--- config.mk ---
export PLATFORM = sky130hd
export DESIGN_NAME = piso_serializer_flat
export DESIGN_NICKNAME = d
export VERILOG_FILES = /design/src/rtl/piso_serializer_if.sv /design/src/rtl/piso_serializer.sv /design/src/flat_wrapper.sv
export SDC_FILE = /design/constraint.sdc
export NUM_CORES = 1
export LEC_CHECK = 0
export ABC_AREA = 1
export CELL_PAD_IN_SITES_DETAIL_PLACEMENT = 1
export CELL_PAD_IN_SITES_GLOBAL_PLACEMENT = 1
export CORE_MARGIN = 8
export CORE_UTILIZATION = 34
export DETAILED_ROUTE_END_ITERATION = 7
export MAX_ROUTING_LAYER = met4
export PLACE_DENSITY = 0.8
export SLEW_MARGIN = 20
export SYNTH_ARGS = -nofsm -noshare
export SYNTH_HDL_FRONTEND = slang
export SYNTH_SLANG_ARGS = --single-unit
--- constraint.sdc ---
create_clock -name clk -period 1.8 [get_ports clk]
set_clock_uncertainty 0.2 [all_clocks]
set_input_delay 0.36 -clock clk [delete_from_list [all_inputs] [get_ports clk]]
set_output_delay 0.36 -clock clk [all_outputs]
set_load 0.02 [all_outputs]
--- src/rtl/piso_serializer_if.sv ---
// Parallel-in / serial-out bus between a word producer and piso_serializer.
//
// Handshake: a word on data_in is transferred at a rising clk edge only when
// load and ready are both 1 in the cycle before that edge; at any other edge
// load is ignored. sout carries a frame bit exactly when sout_valid is 1,
// and last marks the final bit of each frame. ready is 1 while the
// serializer is idle and during the final bit of a frame.
interface piso_serializer_if #(
  parameter int WIDTH = 8
) ();
  logic [WIDTH-1:0] data_in;
  logic             load;
  logic             ready;
  logic             sout;
  logic             sout_valid;
  logic             last;

  // Word producer side.
  modport master (
    output data_in,
    output load,
    input  ready,
    input  sout,
    input  sout_valid,
    input  last
  );

  // Serializer side.
  modport slave (
    input  data_in,
    input  load,
    output ready,
    output sout,
    output sout_valid,
    output last
  );
endinterface

--- src/rtl/piso_serializer.sv ---
// MSB-first parallel-to-serial converter with registered serial outputs.
// A word accepted at edge N shows its MSB on sout in cycle N+1 and bit 0 in
// cycle N+WIDTH. A new word may be accepted during the final frame cycle,
// so consecutive frames run with no idle gap.
//
// Optional feature: define PISO_SERIALIZER_PARITY_EN to append one
// even-parity bit (XOR of the data bits) after bit 0, giving WIDTH+1
// cycle frames. Without it the PARITY state and parity logic are absent.
module piso_serializer #(
  parameter int WIDTH = 8
) (
  input  logic                 clk,
  input  logic                 nrst,
  piso_serializer_if.slave     bus,
  output logic [1:0]           dbg_state
);

  localparam int CW = $clog2(WIDTH) + 1;

  typedef enum logic [1:0] {
    IDLE   = 2'd0,
    SHIFT  = 2'd1
`ifdef PISO_SERIALIZER_PARITY_EN
    ,
    PARITY = 2'd2
`endif
  } state_t;

  state_t           state_q, state_d;
  logic [WIDTH-1:0] sreg_q, sreg_d;
  logic [CW-1:0]    cnt_q, cnt_d;
  logic             sout_q, sout_d;
  logic             valid_q, valid_d;
  logic             last_q, last_d;
  logic             ready_c;
  logic             accept;
`ifdef PISO_SERIALIZER_PARITY_EN
  logic             par_q, par_d;
`endif

  // Ready while idle or while the final frame bit is on the wire.
  always_comb begin
    ready_c = (state_q == IDLE) || last_q;
    accept  = bus.load && ready_c;
  end

  // State register; reset aborts any frame in progress.
  always_ff @(posedge clk or negedge nrst) begin
    if (!nrst) state_q <= IDLE;
    else       state_q <= state_d;
  end

  // Next-state decode; cnt_q counts data bits still to follow the one on sout.
  always_comb begin
    state_d = state_q;
    case (state_q)
      IDLE: begin
        if (accept) state_d = SHIFT;
      end
      SHIFT: begin
        if (cnt_q == '0) begin
`ifdef PISO_SERIALIZER_PARITY_EN
          state_d = PARITY;
`else
          state_d = accept ? SHIFT : IDLE;
`endif
        end
      end
`ifdef PISO_SERIALIZER_PARITY_EN
      PARITY: begin
        state_d = accept ? SHIFT : IDLE;
      end
`endif
      default: state_d = IDLE;
    endcase
  end

  // Next values of the shift register, counter and registered serial outputs.
  always_comb begin
    sreg_d  = sreg_q;
    cnt_d   = cnt_q;
    sout_d  = 1'b0;
    valid_d = 1'b0;
    last_d  = 1'b0;
`ifdef PISO_SERIALIZER_PARITY_EN
    par_d   = par_q;
`endif
    if (accept) begin
      // MSB goes straight to the output register; the rest waits MSB-aligned.
      sout_d  = bus.data_in[WIDTH-1];
      sreg_d  = {bus.data_in[WIDTH-2:0], 1'b0};
      cnt_d   = CW'(WIDTH - 1);
      valid_d = 1'b1;
`ifdef PISO_SERIALIZER_PARITY_EN
      par_d   = ^bus.data_in;
`endif
    end else if (state_q == SHIFT) begin
      if (cnt_q != '0) begin
        sout_d  = sreg_q[WIDTH-1];
        sreg_d  = {sreg_q[WIDTH-2:0], 1'b0};
        cnt_d   = cnt_q - CW'(1);
        valid_d = 1'b1;
`ifdef PISO_SERIALIZER_PARITY_EN
        last_d  = 1'b0;
`else
        last_d  = (cnt_q == CW'(1));
`endif
      end else begin
`ifdef PISO_SERIALIZER_PARITY_EN
        sout_d  = par_q;
        valid_d = 1'b1;
        last_d  = 1'b1;
`endif
      end
    end
  end

  // Datapath and output registers.
  always_ff @(posedge clk or negedge nrst) begin
    if (!nrst) begin
      sreg_q  <= '0;
      cnt_q   <= '0;
      sout_q  <= 1'b0;
      valid_q <= 1'b0;
      last_q  <= 1'b0;
`ifdef PISO_SERIALIZER_PARITY_EN
      par_q   <= 1'b0;
`endif
    end else begin
      sreg_q  <= sreg_d;
      cnt_q   <= cnt_d;
      sout_q  <= sout_d;
      valid_q <= valid_d;
      last_q  <= last_d;
`ifdef PISO_SERIALIZER_PARITY_EN
      par_q   <= par_d;
`endif
    end
  end

  // Drive the bus and the state debug port.
  always_comb begin
    bus.ready      = ready_c;
    bus.sout       = sout_q;
    bus.sout_valid = valid_q;
    bus.last       = last_q;
    dbg_state      = state_q;
  end

endmodule
--- src/flat_wrapper.sv ---
// flat-port wrapper written by rule: the top's interface ports become plain ports
module piso_serializer_flat 
#(
  parameter int WIDTH = 8
)
  (clk, nrst, dbg_state, bus_data_in, bus_load, bus_ready, bus_sout, bus_sout_valid, bus_last);
  piso_serializer_if #(.WIDTH(WIDTH)) bus_i ();
  input  logic clk;
  input  logic nrst;
  output logic [1:0] dbg_state;
  input wire logic [$bits(bus_i.data_in)-1:0] bus_data_in;
  input wire logic [$bits(bus_i.load)-1:0] bus_load;
  output wire logic [$bits(bus_i.ready)-1:0] bus_ready;
  output wire logic [$bits(bus_i.sout)-1:0] bus_sout;
  output wire logic [$bits(bus_i.sout_valid)-1:0] bus_sout_valid;
  output wire logic [$bits(bus_i.last)-1:0] bus_last;
  assign bus_i.data_in = bus_data_in;
  assign bus_i.load = bus_load;
  assign bus_ready = bus_i.ready;
  assign bus_sout = bus_i.sout;
  assign bus_sout_valid = bus_i.sout_valid;
  assign bus_last = bus_i.last;
  piso_serializer #(.WIDTH(WIDTH)) u_core (.clk(clk), .nrst(nrst), .bus(bus_i), .dbg_state(dbg_state));
endmodule
==> results of run 1 <==
-- metal layers --
layer,track usage [%],vias to the layer above,wire (µm)
met2,17.7,8,994
met3,3.00,2,39
li1,-,334,-
met5,-,-,0
met1,12.4,304,913
met4,4.18,0,10
-- through the flow --
stage          setup WS, ps  hold slack, ps
4_1_cts                5.95             181
5_1_grt                28.2             202
3_3_place_gp            105             260
6_report               90.9             185
3_5_place_dp           79.8             265
2_1_floorplan           385            -136
-- logic make-up after synthesis --
logic type / count (synthesis)
AOI/OAI and AO/OA: 3
other: 1
adders and majority gates: 2
DFF: 15
and+or+nand+nor: 64
buffers and inverters: 11
-- layout make-up --
type                    instances  area share, %
clock buffers                   4           2.73
flip-flops and latches         15           39.1
well taps                      28           3.65
multi-input cells              70           33.5
repair buffers                 17           17.1
inverters                       9           4.04
-- flip-flops by register name (all words and copies together) (netlist names) --
register,flops
u_core.sreg_q,7
u_core.bus.sout,1
u_core.bus.sout_valid,1
u_core.dbg_state,1
u_core.bus.last,1
u_core.cnt_q,4
-- timing repair --
action	4_1_cts	5_1_grt
resized for setup	4	2
pin swaps	0	0
endpoints found under the setup margin	4	2
-- where the power goes --
group,internal [W],switching [W],total [W]
logic,0.000267,0.000488,0.000755
registers,0.000474,0.0000971,0.000571
clock network,0.0000859,0.000112,0.000198
total,0.000826,0.000697,0.00152
-- cells in the mapped netlist --
| cell | instances |
|---|---|
| a21oi_1 | 1 |
| nand4_1 | 2 |
| conb_1 | 1 |
| nor3_1 | 1 |
| nand2_4 | 2 |
| clkinv_4 | 1 |
| inv_2 | 1 |
| nand2_1 | 50 |
| o211ai_1 | 1 |
| nor2_1 | 1 |
| nor2_2 | 1 |
| dfrtp_1 | 15 |
| buf_8 | 1 |
| nand2_2 | 2 |
| o21ai_0 | 1 |
| buf_4 | 1 |
| inv_1 | 7 |
| nand3_1 | 5 |
| ha_1 | 2 |
-- worst max path at each step --
stage / end / slack (ps) / depth (start not counted)
floorplan: u_core.cnt_q[3]$_DFFE_PN0P_ / 380 / 8
global placement: bus_ready / 110 / 2
detailed placement: u_core.sreg_q[1]$_DFFE_PN0P_ / 80 / 6
CTS: bus_sout / 6 / 1
global route: bus_ready / 30 / 2
finish: bus_ready / 90 / 2
==> impl_metrics.csv, run 1 <==
group,metric,value,unit
outcome,status,"finished clean",
timing,slew_violations,0,
layout,diodes,0,
floorplanning,initial_core_util,34.9,%
worst_setup_path,crit_arrival,1150,ps
power,powerDensity,1590,nW/µm²
floorplanning,die-area,4000,µm²
synth,synth_seq_cells,15,
timing,setup_tns,0,ps
clock_tree,clk_pin_slew_worst_paths,90,ps
place,place_area,936,µm²
place,placedCellCount,139,
synth,synth_compound_area_share,2.31,%
layout,area_growth,26.7,%
power,p_leak,0.531,nW
route,firstDrtPassIters,3,
layout,final_cell_mix,"50 x nand2_1, 15 x dfrtp_1, 10 x clkdlybuf4s50_1",
route,vias,648,
synth,synth_nets,109,
layout,fin_cells,143,
worst_setup_path,ff2ff_setup_slack,170,ps
timing,grt_setup_unrepaired,"no",
worst_setup_path,reg2reg_depth,8,
layout,final_common_cell,"nand2_1",
route,drtIter0Drc,11,
layout,seqCellArea,375,µm²
synth,yosys.area_share.adder,3.30,%
synth,ys_types,19,
floorplanning,die_y,63.2,µm
clock_tree,cts_tree,"done",
worst_setup_path,rr_endpoint,"u_core.sreg_q[1]$_DFFE_PN0P_",
worst_setup_path,cp_num_buf_inv,1,
route,finalWirelength,1.96,mm
floorplanning,ios,17,
layout,postLayoutCellArea,961,µm²
synth,yosys.area_share.simple,36.3,%
route,drc,0,
worst_setup_path,crit_type,"reg2out",
floorplanning,die_w,63.2,µm
clock_tree,clock-sinks,15,
worst_setup_path,setup.worst_path.start_class,"register",
synth,synth.area.top_cells,"dfrtp_1 50%, nand2_1 25%, inv_1 3.5%, ha_1 3.3%, nand3_1 3.3%",
synth,synth_top_family_by_area,"simple AND/OR/NAND/NOR gates",
timing,min_period_over_period,95.0,%
floorplanning,rows,17,
clock_tree,clk_latency,280,ps
worst_setup_path,cp_top_family,"flip-flops",
clock_tree,htree_levels,1,
grt,grt_usage,10.8,%
grt,grt-ovfl-total,0,
timing,layout_min_cycle_time,1710,ps
clock_tree,cts_hold_buf,0,
worst_setup_path,endpoint_kind,"output pin",
synth,synth_area,758,µm²
layout,fillers,284,
clock_tree,post_cts_buffers,0,
grt,antenna_found_initial,0,
clock_tree,cts_root_buffer,"clkbuf_4",
power,ir_drop,0.534,mV
worst_setup_path,cp_cell_sequence,"nand2_2 -> clkdlybuf4s15_1",
route,viasPerCell,4.53,
timing,fmax,585,MHz
synth,synth_cells,96,
timing,setup_violations,0,
route,wl_per_cell,13.7,µm
layout,utilization,44.3,%
worst_hold_path,holdCritPathClass,"in2async",
timing,finalHoldViolations,0,
synth,synthMuxAreaShare,0,%
synth,synth_area_per_cell,7.90,µm²
synth,seq_area_frac_synth,49.5,%
worst_setup_path,max_stage_delay,440,ps
layout,multi_input_area,322,µm²
worst_setup_path,r2r-start,"u_core.cnt_q[0]$_DFFE_PN0P_",
layout,nets,129,
run,maxCapViolCount,0,
layout,drive_gt1_share,10.4,%
grt,grt_pass1_wl,3.36,mm
place,io_buffers,15,
power,finalPower,0.00152,W
grt,grt_pass1_vias,703,
clock_tree,clock_path_buffers,2,
place,gp_congestion,0.751,
synth,yosysTopAreaCellShare,49.5,%
synth,synth_xor_area_share,0,%
clock_tree,numCtsBuffers,3,
floorplanning,core,2170,µm²
synth,yosysTopAreaCell,"dfrtp_1",
place,dpl.hpwl,1.49,mm
worst_setup_path,cp_slowest_cell,"dfrtp_1",
worst_setup_path,critical_path.startpoint,"u_core.dbg_state[0]$_DFFE_PN0P_",
route,drtAntennaViolNets,0,
worst_setup_path,cp_max_fo,5,
synth,ys_warn_count,0,
grt,grt_max_degree,16,
worst_setup_path,crit_required,1240,ps
No activity file was read; power rests on OpenSTA's default activity.
==> inputs of run 2 (changes only) <==
--- a/config.mk
+++ b/config.mk
@@ -6,6 +6,7 @@
 export NUM_CORES = 1
 export LEC_CHECK = 0
 export ABC_AREA = 1
+export CAP_MARGIN = 40
 export CELL_PAD_IN_SITES_DETAIL_PLACEMENT = 1
 export CELL_PAD_IN_SITES_GLOBAL_PLACEMENT = 1
 export CORE_MARGIN = 8
==> constraint.sdc (replaced) <==
create_clock -name clk -period 1.67 [get_ports clk]
set_clock_uncertainty 0.2 [all_clocks]
set_input_delay 0.334 -clock clk [delete_from_list [all_inputs] [get_ports clk]]
set_output_delay 0.334 -clock clk [all_outputs]
set_load 0.02 [all_outputs]
==> impl_metrics.csv, run 2 (synthesis gave the netlist of run 1 again) <==
group,metric,value,unit
place,io_buffers,15,
timing,finalHoldViolations,0,
floorplanning,initial_core_util,34.9,%
power,p_leak,0.547,nW
route,viasPerCell,4.58,
route,vias,673,
route,drtIter0Drc,30,
worst_setup_path,crit_type,"reg2out",
place,dpl.hpwl,1.51,mm
clock_tree,numCtsBuffers,3,
route,wl_per_cell,12.9,µm
floorplanning,ios,17,
worst_setup_path,endpoint_kind,"output pin",
floorplanning,core,2170,µm²
grt,grt_pass1_vias,725,
floorplanning,die-area,4000,µm²
grt,grt_busiest_layer,"met2",
layout,reg.largest.list,"u_core.sreg_q (7), u_core.cnt_q (4)",
timing,grt_setup_unrepaired,"no",
worst_setup_path,cp_max_fo,3,
route,firstDrtPassIters,4,
layout,area_growth,34.0,%
grt,grt_max_degree,16,
timing,setup_violations,0,
layout,nets,133,
timing,slew_violations,0,
grt,met3_usage,3.00,%
power,finalPower,0.00178,W
power,ir_drop,0.767,mV
timing,setup_ws,63.6,ps
layout,postLayoutCellArea,1020,µm²
clock_tree,clk_latency,280,ps
grt,met1_usage,10.6,%
timing,min_period_over_period,96.2,%
clock_tree,post_cts_buffers,0,
grt,grt_use_met2,17.4,%
worst_setup_path,crit_arrival,1070,ps
floorplanning,die_w,63.2,µm
route,drc,0,
grt,grt-ovfl-total,0,
route,finalWirelength,1.90,mm
worst_setup_path,setup.worst_path.start_class,"register",
power,powerDensity,1750,nW/µm²
run,maxCapViolCount,0,
place,placedCellCount,143,
place,place_ws,-9.11,ps
clock_tree,cts_tree,"done",
grt,grt_usage,10.1,%
floorplanning,rows,17,
layout,diodes,0,
worst_setup_path,crit_required,1140,ps
worst_hold_path,holdCritPathClass,"in2async",
place,gp_congestion,0.769,
clock_tree,cts_root_buffer,"clkbuf_4",
timing,fmax,623,MHz
clock_tree,clock-sinks,15,
grt,antenna_found_initial,0,
timing,layout_min_cycle_time,1610,ps
outcome,status,"finished clean",
layout,drive_gt1_share,16.0,%
grt,grt_pass1_wl,3.21,mm
clock_tree,htree_levels,1,
layout,final_cell_mix,"50 x nand2_1, 15 x dfrtp_1, 10 x clkdlybuf4s50_1",
route,drtAntennaViolNets,0,
place,place_area,991,µm²
layout,fin_cells,147,
layout,largest-register,"u_core.sreg_q",
layout,final_common_cell,"nand2_1",
clock_tree,clk_pin_slew_worst_paths,90,ps
floorplanning,die_y,63.2,µm
clock_tree,clock_path_buffers,2,
layout,fillers,289,
layout,largest_reg_flops,7,
==> run 2: area by class of cell <==
type / instances / area, µm² / area share, %
timing repair buffer: 21 / 216 / 21.3
tap: 28 / 35.0 / 3.45
clock buffer: 4 / 26.3 / 2.59
inverter: 9 / 38.8 / 3.82
multi-input combinational: 70 / 324 / 31.9
sequential: 15 / 375 / 36.9
==> run 2: routing by layer <==
| layer | up-vias | part of all wire (%) |
|---|---|---|
| li1 | 336 | - |
| met1 | 321 | 44 |
| met2 | 14 | 52 |
| met3 | 2 | 3.2 |
| met4 | 0 | 1.0 |
| met5 | - | 0 |
==> run 2: repair_timing <==
action                                  in CTS  in global routing
endpoints found under the setup margin       5                  6
hold buffers                                 0                  0
gates resized for setup                      7                  2
==> run 2: final timing paths <==
kind	startpoint	endpoint	slack, ps	depth (start not counted)
max in group asynchronous	nrst	u_core.cnt_q[0]$_DFFE_PN0P_	930	2
worst min-delay path	nrst	u_core.bus.last$_DFF_PN0_	160	2
min in group clk	u_core.sreg_q[5]$_DFFE_PN0P_	u_core.sreg_q[5]$_DFFE_PN0P_	290	2
worst min register to register	u_core.sreg_q[5]$_DFFE_PN0P_	u_core.sreg_q[5]$_DFFE_PN0P_	290	2
worst max register to register	u_core.cnt_q[0]$_DFFE_PN0P_	u_core.sreg_q[6]$_DFFE_PN0P_	150	8
worst max-delay path	u_core.dbg_state[0]$_DFFE_PN0P_	bus_ready	60	2
==> run 2: critical path: stages, from the launching register on <==
cell and delay [ps]:
dfrtp_1 410, nand2_2 110, clkdlybuf4s15_2 270
==> run 2: where the power goes <==
group | switching (W) | internal (W)
registers | 0.0000971 | 0.000511
logic | 0.000549 | 0.000411
clock network | 0.000118 | 0.0000928
==> run 2: stage by stage <==
step / hold WS, ps / util [%] / TNS [ps]
after CTS: 165 / 46.7 / 0
after floorplan: -162 / - / 0
after detailed placement: 267 / 45.7 / -9.11
final: 159 / 46.8 / 0
after global placement: 260 / 45.7 / 0
after global routing: 179 / 46.8 / 0
